===== src/rtl/uart_pkg.sv =====
// Shared definitions for the buffered UART transmitter: FSM encoding,
// parity-mode constants and the bit-period calculation.
package uart_pkg;

    typedef enum logic [2:0] {
        ST_IDLE,
        ST_START,
        ST_DATA,
        ST_PARITY,
        ST_STOP
    } tx_state_e;

    localparam int PARITY_NONE = 0;
    localparam int PARITY_EVEN = 1;
    localparam int PARITY_ODD  = 2;

    // Rounded clocks-per-bit so the baud error stays within half a cycle.
    function automatic int baud_div(input int clk_hz, input int baud);
        return (clk_hz + baud / 2) / baud;
    endfunction

endpackage


===== src/rtl/uart_tx_fifo.sv =====
// Synchronous first-word-fall-through byte FIFO with occupancy count.
// Pointers wrap modulo DEPTH; full/empty come from the count.
module uart_tx_fifo #(
    parameter int DEPTH = 16
) (
    input  logic                         clk,
    input  logic                         reset,
    input  logic                         wr_en,
    input  logic [7:0]                   wr_data,
    output logic                         full,
    input  logic                         rd_en,
    output logic [7:0]                   rd_data,
    output logic                         empty,
    output logic [$clog2(DEPTH+1)-1:0]   count
);
    localparam int AW = $clog2(DEPTH);
    localparam int CW = $clog2(DEPTH + 1);

    logic [7:0]    mem_q [DEPTH];
    logic [AW-1:0] wr_ptr_q, wr_ptr_d;
    logic [AW-1:0] rd_ptr_q, rd_ptr_d;
    logic [CW-1:0] count_q, count_d;
    logic          push, pop;

    assign full    = (count_q == CW'(DEPTH));
    assign empty   = (count_q == '0);
    assign count   = count_q;
    assign rd_data = mem_q[rd_ptr_q];

    always_comb begin
        push     = wr_en && !full;
        pop      = rd_en && !empty;
        wr_ptr_d = wr_ptr_q + AW'(push);
        rd_ptr_d = rd_ptr_q + AW'(pop);
        count_d  = count_q + CW'(push) - CW'(pop);
    end

    always_ff @(posedge clk) begin
        if (!reset) begin
            wr_ptr_q <= '0;
            rd_ptr_q <= '0;
            count_q  <= '0;
        end else begin
            wr_ptr_q <= wr_ptr_d;
            rd_ptr_q <= rd_ptr_d;
            count_q  <= count_d;
        end
    end

    // Storage needs no reset: the count gates every read.
    always_ff @(posedge clk) begin
        if (push) mem_q[wr_ptr_q] <= wr_data;
    end

endmodule


===== src/rtl/uart_tx_buffered.sv =====
// UART transmitter fed by a byte FIFO; frames are sent back-to-back
// while bytes remain queued.
module uart_tx_buffered
    import uart_pkg::*;
#(
    parameter int CLK_FREQUENCY = 100000000,
    parameter int BAUD_RATE     = 115200,
    parameter int FIFO_DEPTH    = 16,
    parameter int PARITY        = 0,
    parameter int STOP_BITS     = 1
) (
    input  logic                              clk,
    input  logic                              reset,
    input  logic [7:0]                        tx_data,
    input  logic                              tx_valid,
    output logic                              tx_ready,
    output logic                              tx,
    output logic                              tx_busy,
    output logic [$clog2(FIFO_DEPTH+1)-1:0]   fifo_count
);
    localparam int            DIV       = baud_div(CLK_FREQUENCY, BAUD_RATE);
    localparam int            BW        = $clog2(DIV + 1);
    localparam logic [BW-1:0] BAUD_LAST = BW'(DIV - 1);
    localparam logic          STOP_LAST = 1'(STOP_BITS - 1);

    tx_state_e     state_q, state_d;
    logic [BW-1:0] baud_q, baud_d;
    logic [2:0]    bit_idx_q, bit_idx_d;
    logic          stop_idx_q, stop_idx_d;
    logic [7:0]    shift_q, shift_d;
    logic          tx_q, tx_d;
    logic          busy_q, busy_d;

    logic          fifo_full, fifo_empty, fifo_pop;
    logic [7:0]    fifo_rd_data;
    logic          baud_tick, parity_bit;
    logic [2:0]    next_idx;

    assign tx_ready = reset && !fifo_full;
    assign tx       = tx_q;
    assign tx_busy  = busy_q;

    uart_tx_fifo #(
        .DEPTH (FIFO_DEPTH)
    ) u_fifo (
        .clk     (clk),
        .reset   (reset),
        .wr_en   (tx_valid && tx_ready),
        .wr_data (tx_data),
        .full    (fifo_full),
        .rd_en   (fifo_pop),
        .rd_data (fifo_rd_data),
        .empty   (fifo_empty),
        .count   (fifo_count)
    );

    assign baud_tick  = (baud_q == BAUD_LAST);
    assign next_idx   = bit_idx_q + 3'd1;
    assign parity_bit = (PARITY == PARITY_ODD) ? ~^shift_q : ^shift_q;

    always_comb begin
        state_d    = state_q;
        baud_d     = (state_q == ST_IDLE || baud_tick) ? '0 : baud_q + BW'(1);
        bit_idx_d  = bit_idx_q;
        stop_idx_d = stop_idx_q;
        shift_d    = shift_q;
        tx_d       = tx_q;
        fifo_pop   = 1'b0;

        case (state_q)
            ST_IDLE: begin
                tx_d = 1'b1;
                if (!fifo_empty) begin
                    fifo_pop = 1'b1;
                    shift_d  = fifo_rd_data;
                    state_d  = ST_START;
                    tx_d     = 1'b0;
                end
            end
            ST_START: begin
                if (baud_tick) begin
                    state_d   = ST_DATA;
                    bit_idx_d = '0;
                    tx_d      = shift_q[0];
                end
            end
            ST_DATA: begin
                if (baud_tick) begin
                    if (bit_idx_q == 3'd7) begin
                        if (PARITY != PARITY_NONE) begin
                            state_d = ST_PARITY;
                            tx_d    = parity_bit;
                        end else begin
                            state_d    = ST_STOP;
                            stop_idx_d = 1'b0;
                            tx_d       = 1'b1;
                        end
                    end else begin
                        bit_idx_d = next_idx;
                        tx_d      = shift_q[next_idx];
                    end
                end
            end
            ST_PARITY: begin
                if (baud_tick) begin
                    state_d    = ST_STOP;
                    stop_idx_d = 1'b0;
                    tx_d       = 1'b1;
                end
            end
            ST_STOP: begin
                if (baud_tick) begin
                    if (stop_idx_q == STOP_LAST) begin
                        // Chain straight into the next start bit when data is waiting.
                        if (!fifo_empty) begin
                            fifo_pop = 1'b1;
                            shift_d  = fifo_rd_data;
                            state_d  = ST_START;
                            tx_d     = 1'b0;
                        end else begin
                            state_d = ST_IDLE;
                            tx_d    = 1'b1;
                        end
                    end else begin
                        stop_idx_d = 1'b1;
                    end
                end
            end
            default: begin
                state_d = ST_IDLE;
                tx_d    = 1'b1;
            end
        endcase

        busy_d = (state_d != ST_IDLE);
    end

    always_ff @(posedge clk) begin
        if (!reset) begin
            state_q    <= ST_IDLE;
            baud_q     <= '0;
            bit_idx_q  <= '0;
            stop_idx_q <= 1'b0;
            shift_q    <= '0;
            tx_q       <= 1'b1;
            busy_q     <= 1'b0;
        end else begin
            state_q    <= state_d;
            baud_q     <= baud_d;
            bit_idx_q  <= bit_idx_d;
            stop_idx_q <= stop_idx_d;
            shift_q    <= shift_d;
            tx_q       <= tx_d;
            busy_q     <= busy_d;
        end
    end

endmodule


===== config.mk =====
export PLATFORM = sky130hd
export DESIGN_NAME = uart_tx_buffered
export DESIGN_NICKNAME = d
export VERILOG_FILES = /design/src/rtl/uart_pkg.sv /design/src/rtl/uart_tx_fifo.sv /design/src/rtl/uart_tx_buffered.sv
export SDC_FILE = /design/constraint.sdc
export NUM_CORES = 1
export LEC_CHECK = 0
export ABC_AREA = 1
export BUFFER_PORTS_ARGS = -buffer_cell sky130_fd_sc_hd__buf_4
export CAP_MARGIN = 10
export CORE_AREA = 2 2 132 134
export CTS_CLUSTER_DIAMETER = 40
export DETAILED_ROUTE_END_ITERATION = 10
export DIE_AREA = 0 0 134 136
export SYNTH_ARGS = -nofsm -noshare
export SYNTH_HDL_FRONTEND = slang
export SYNTH_SLANG_ARGS = --single-unit

===== constraint.sdc =====
create_clock -name clk -period 2.4 [get_ports clk]
set_input_delay 0.48 -clock clk [delete_from_list [all_inputs] [get_ports clk]]
set_output_delay 0.48 -clock clk [all_outputs]
set_load 0.02 [all_outputs]

==> qor.csv <==
metric,value,unit
status,"complete, no violations",
Die H,136,µm
post-route ant nets,0,
Placed Area,7940,µm²
Synth Instances,789,
cell area after layout,8680,µm²
initial drt markers,405,
Nets,854,
hold crit path type,input pin to flop,
final setup violation count,0,
first-pass GRT wire length,25300,µm
IO Pins,19,
most frequent cells after synthesis,"nand2_1 (248), edfxtp_1 (128), inv_1 (126), nand3_1 (110), dfxtp_1 (39)",
total clock sinks,167,
FP Rows,48,
Post-synth EDFFs,128,
vias,5202,
die area,18200,µm²
"Top FF cell, synth",edfxtp_1,
CP max FO,3,
Port Buf Inserts,18,
area of the mapped netlist,7450,µm²
clk buf depth,2,
final total power,8.67,mW
Post-CTS Hold Buffers,0,
worst slew pin tran,1.10,ns
DP Wirelength,10200,µm
pin count of the biggest net entering global routing,65,
Worst-path clk slew,0.06,ns
antenna fix cells,0,
skew final,0.00587,ns
fin crit share,0.946,
CTS tree,yes,
arrival time at the worst endpoint,2.58,ns
minimum clock period,2.27,ns
WS Path Type,flop to flop,
Yosys warning total,0,
setup TNS,0,ns
GP Congestion,0.885,
fmax,441,MHz
die width,134,µm
initial antenna violation count,0,
ys async rst share,0,
sequential share of the synthesized area,0.621,
CTS root buf,clkbuf_16,
share of cells above drive strength 1,0.126,
Yosys top cell by area,edfxtp_1,
total CTS buffers,17,
#FFs+latches synth,167,
most frequent cell after synthesis,nand2_1,
"Req. time, crit path",2.71,ns
post-synth cell types,33,
routed wl met3,732,µm
Power Density,999,nW/µm²
Total Wirelength,15700,µm
P_leak,3.76,nW
DR WL met2,7630,µm
Post-Syn Area per Cell,9.44,µm²
WL per Instance,14.7,µm
Total GRT Usage,0.182,
top cell type's share of synthesized area,0.516,
Max Slew Vio Count,0,
Congestion Overflow GR,0,
crit start category,flop,
H-tree depth,4,
Top Layer Used,met4,
worst reg2reg setup slack,0.13,ns
Initial Utilization,0.441,
clk_lat worst skew,0.42,ns
final hold viol count,0,
max cap viols,0,
syn nets,814,
vias in the first global route,4969,
floorplan core area,16900,µm²
Detailed Routing Iterations Pass 1,5,
WL met1,6860,µm
DRC,0,
drt via density,4.88,
peak supply drop,0.553,mV
Area Growth Syn to Fin,16.6,%
Hold WS,0.394,ns
largest cells by area after synthesis,"edfxtp_1 (52%), nand2_1 (13%), dfxtp_1 (10%)",
Slew HR,0.264,
CP endpoint kind,flop,
[cell usage in the layout, fill, tap and decap left out, types with 3 or more instances in the layout]
cell type    n
dfxtp_1     36
clkbuf_1     3
dfxtp_2      3
clkbuf_8     4
nand3_1    110
nand2_1    248
bufinv_16    3
buf_4       46
ha_1         9
edfxtp_1   128
xnor2_1      3
a21oi_1     18
o21ai_0      6
inv_1      122
nand4_1      3
xor2_1       4
nor2_1      36
nand2_4      3
inv_2        6
nand2_2      3
ha_4         3
clkbuf_16   20
[cell type report]
cell class	instances	area, µm²
Timing Repair Buffer	48	385
Clock buffer	27	567
Inverter	130	493
Clock inverter	5	101
Tap cell	225	282
Sequential cell	167	4630
Multi-Input combinational cell	465	2230
Fill cell	1466	8190
[worst max-delay path, stage by stage (launching register included)]
cell and delay [ns]:
dfxtp_1 0.35, ha_4 0.19, nand2_4 0.07, nor2_4 0.04
nand3_4 0.06, nand2_2 0.07, nand2_4 0.09, clkinv_4 0.05
ha_4 0.25, inv_2 0.03, ha_2 0.18, fa_2 0.36
a21oi_2 0.13, o21bai_1 0.10, o21ai_1 0.13, a21oi_1 0.05
[sequential cells by signal, summed over array words and instances, names as in the netlist]
signal and count:
u_fifo.count 5, u_fifo.rd_ptr_q 4, u_fifo.mem_q 128, baud_q 10
state_q 3, tx 1, bit_idx_q 3, u_fifo.wr_ptr_q 4
shift_q 8, tx_busy 1
[path summary, 6_finish.rpt]
kind,depth (start not counted),end,start
min,3,u_fifo.rd_ptr_q[0]$_SDFF_PN0_,reset
max,15,u_fifo.count[4]$_SDFF_PN0_,baud_q[0]$_SDFF_PP0_
max reg2reg,15,u_fifo.count[4]$_SDFF_PN0_,baud_q[0]$_SDFF_PP0_
min reg2reg,1,baud_q[0]$_SDFF_PP0_,baud_q[0]$_SDFF_PP0_
[cells by family after synthesis]
group / after synthesis / share of synthesized area
xor+xnor: 7 / 0.00823
flops: 167 / 0.621
simple gates: 415 / 0.239
buf+inv: 157 / 0.0865
compound gates: 29 / 0.0202
fa+ha+maj: 14 / 0.0245
[per-stage QoR]
step / std cells / utilization / setup WS (ns)
detailed placement: 1031 / 0.470 / -0.0202
global route: 1067 / 0.515 / -0.0109
finish: 1067 / 0.515 / 0.130
global placement: 1031 / 0.470 / 0.0654
CTS: 1064 / 0.511 / 0.0172
floorplan: 789 / - / 0.00490
[metal layers]
metal | vias up | GRT usage
met4 | 0 | 0.0910
met5 | - | 0
li1 | 2615 | -
met1 | 2435 | 0.227
met2 | 122 | 0.309
met3 | 30 | 0.0306
[where the power goes]
part / internal (mW) / leakage [nW] / switching (mW) / total, mW
logic: 0.840 / 1.95 / 1.44 / 2.28
registers: 3.29 / 1.47 / 0.138 / 3.42
clock network: 1.94 / 0.330 / 1.03 / 2.97
total: 6.06 / 3.76 / 2.61 / 8.67
[timing repair]
item / 4_1_cts / 5_1_grt
gates cloned: 0 / 0
setup endpoints to repair: 1 / 2
setup buffers: 1 / 3
pin swaps: 2 / 8
resized for setup: 5 / 8
No activity file was read; power rests on OpenSTA's default activity.
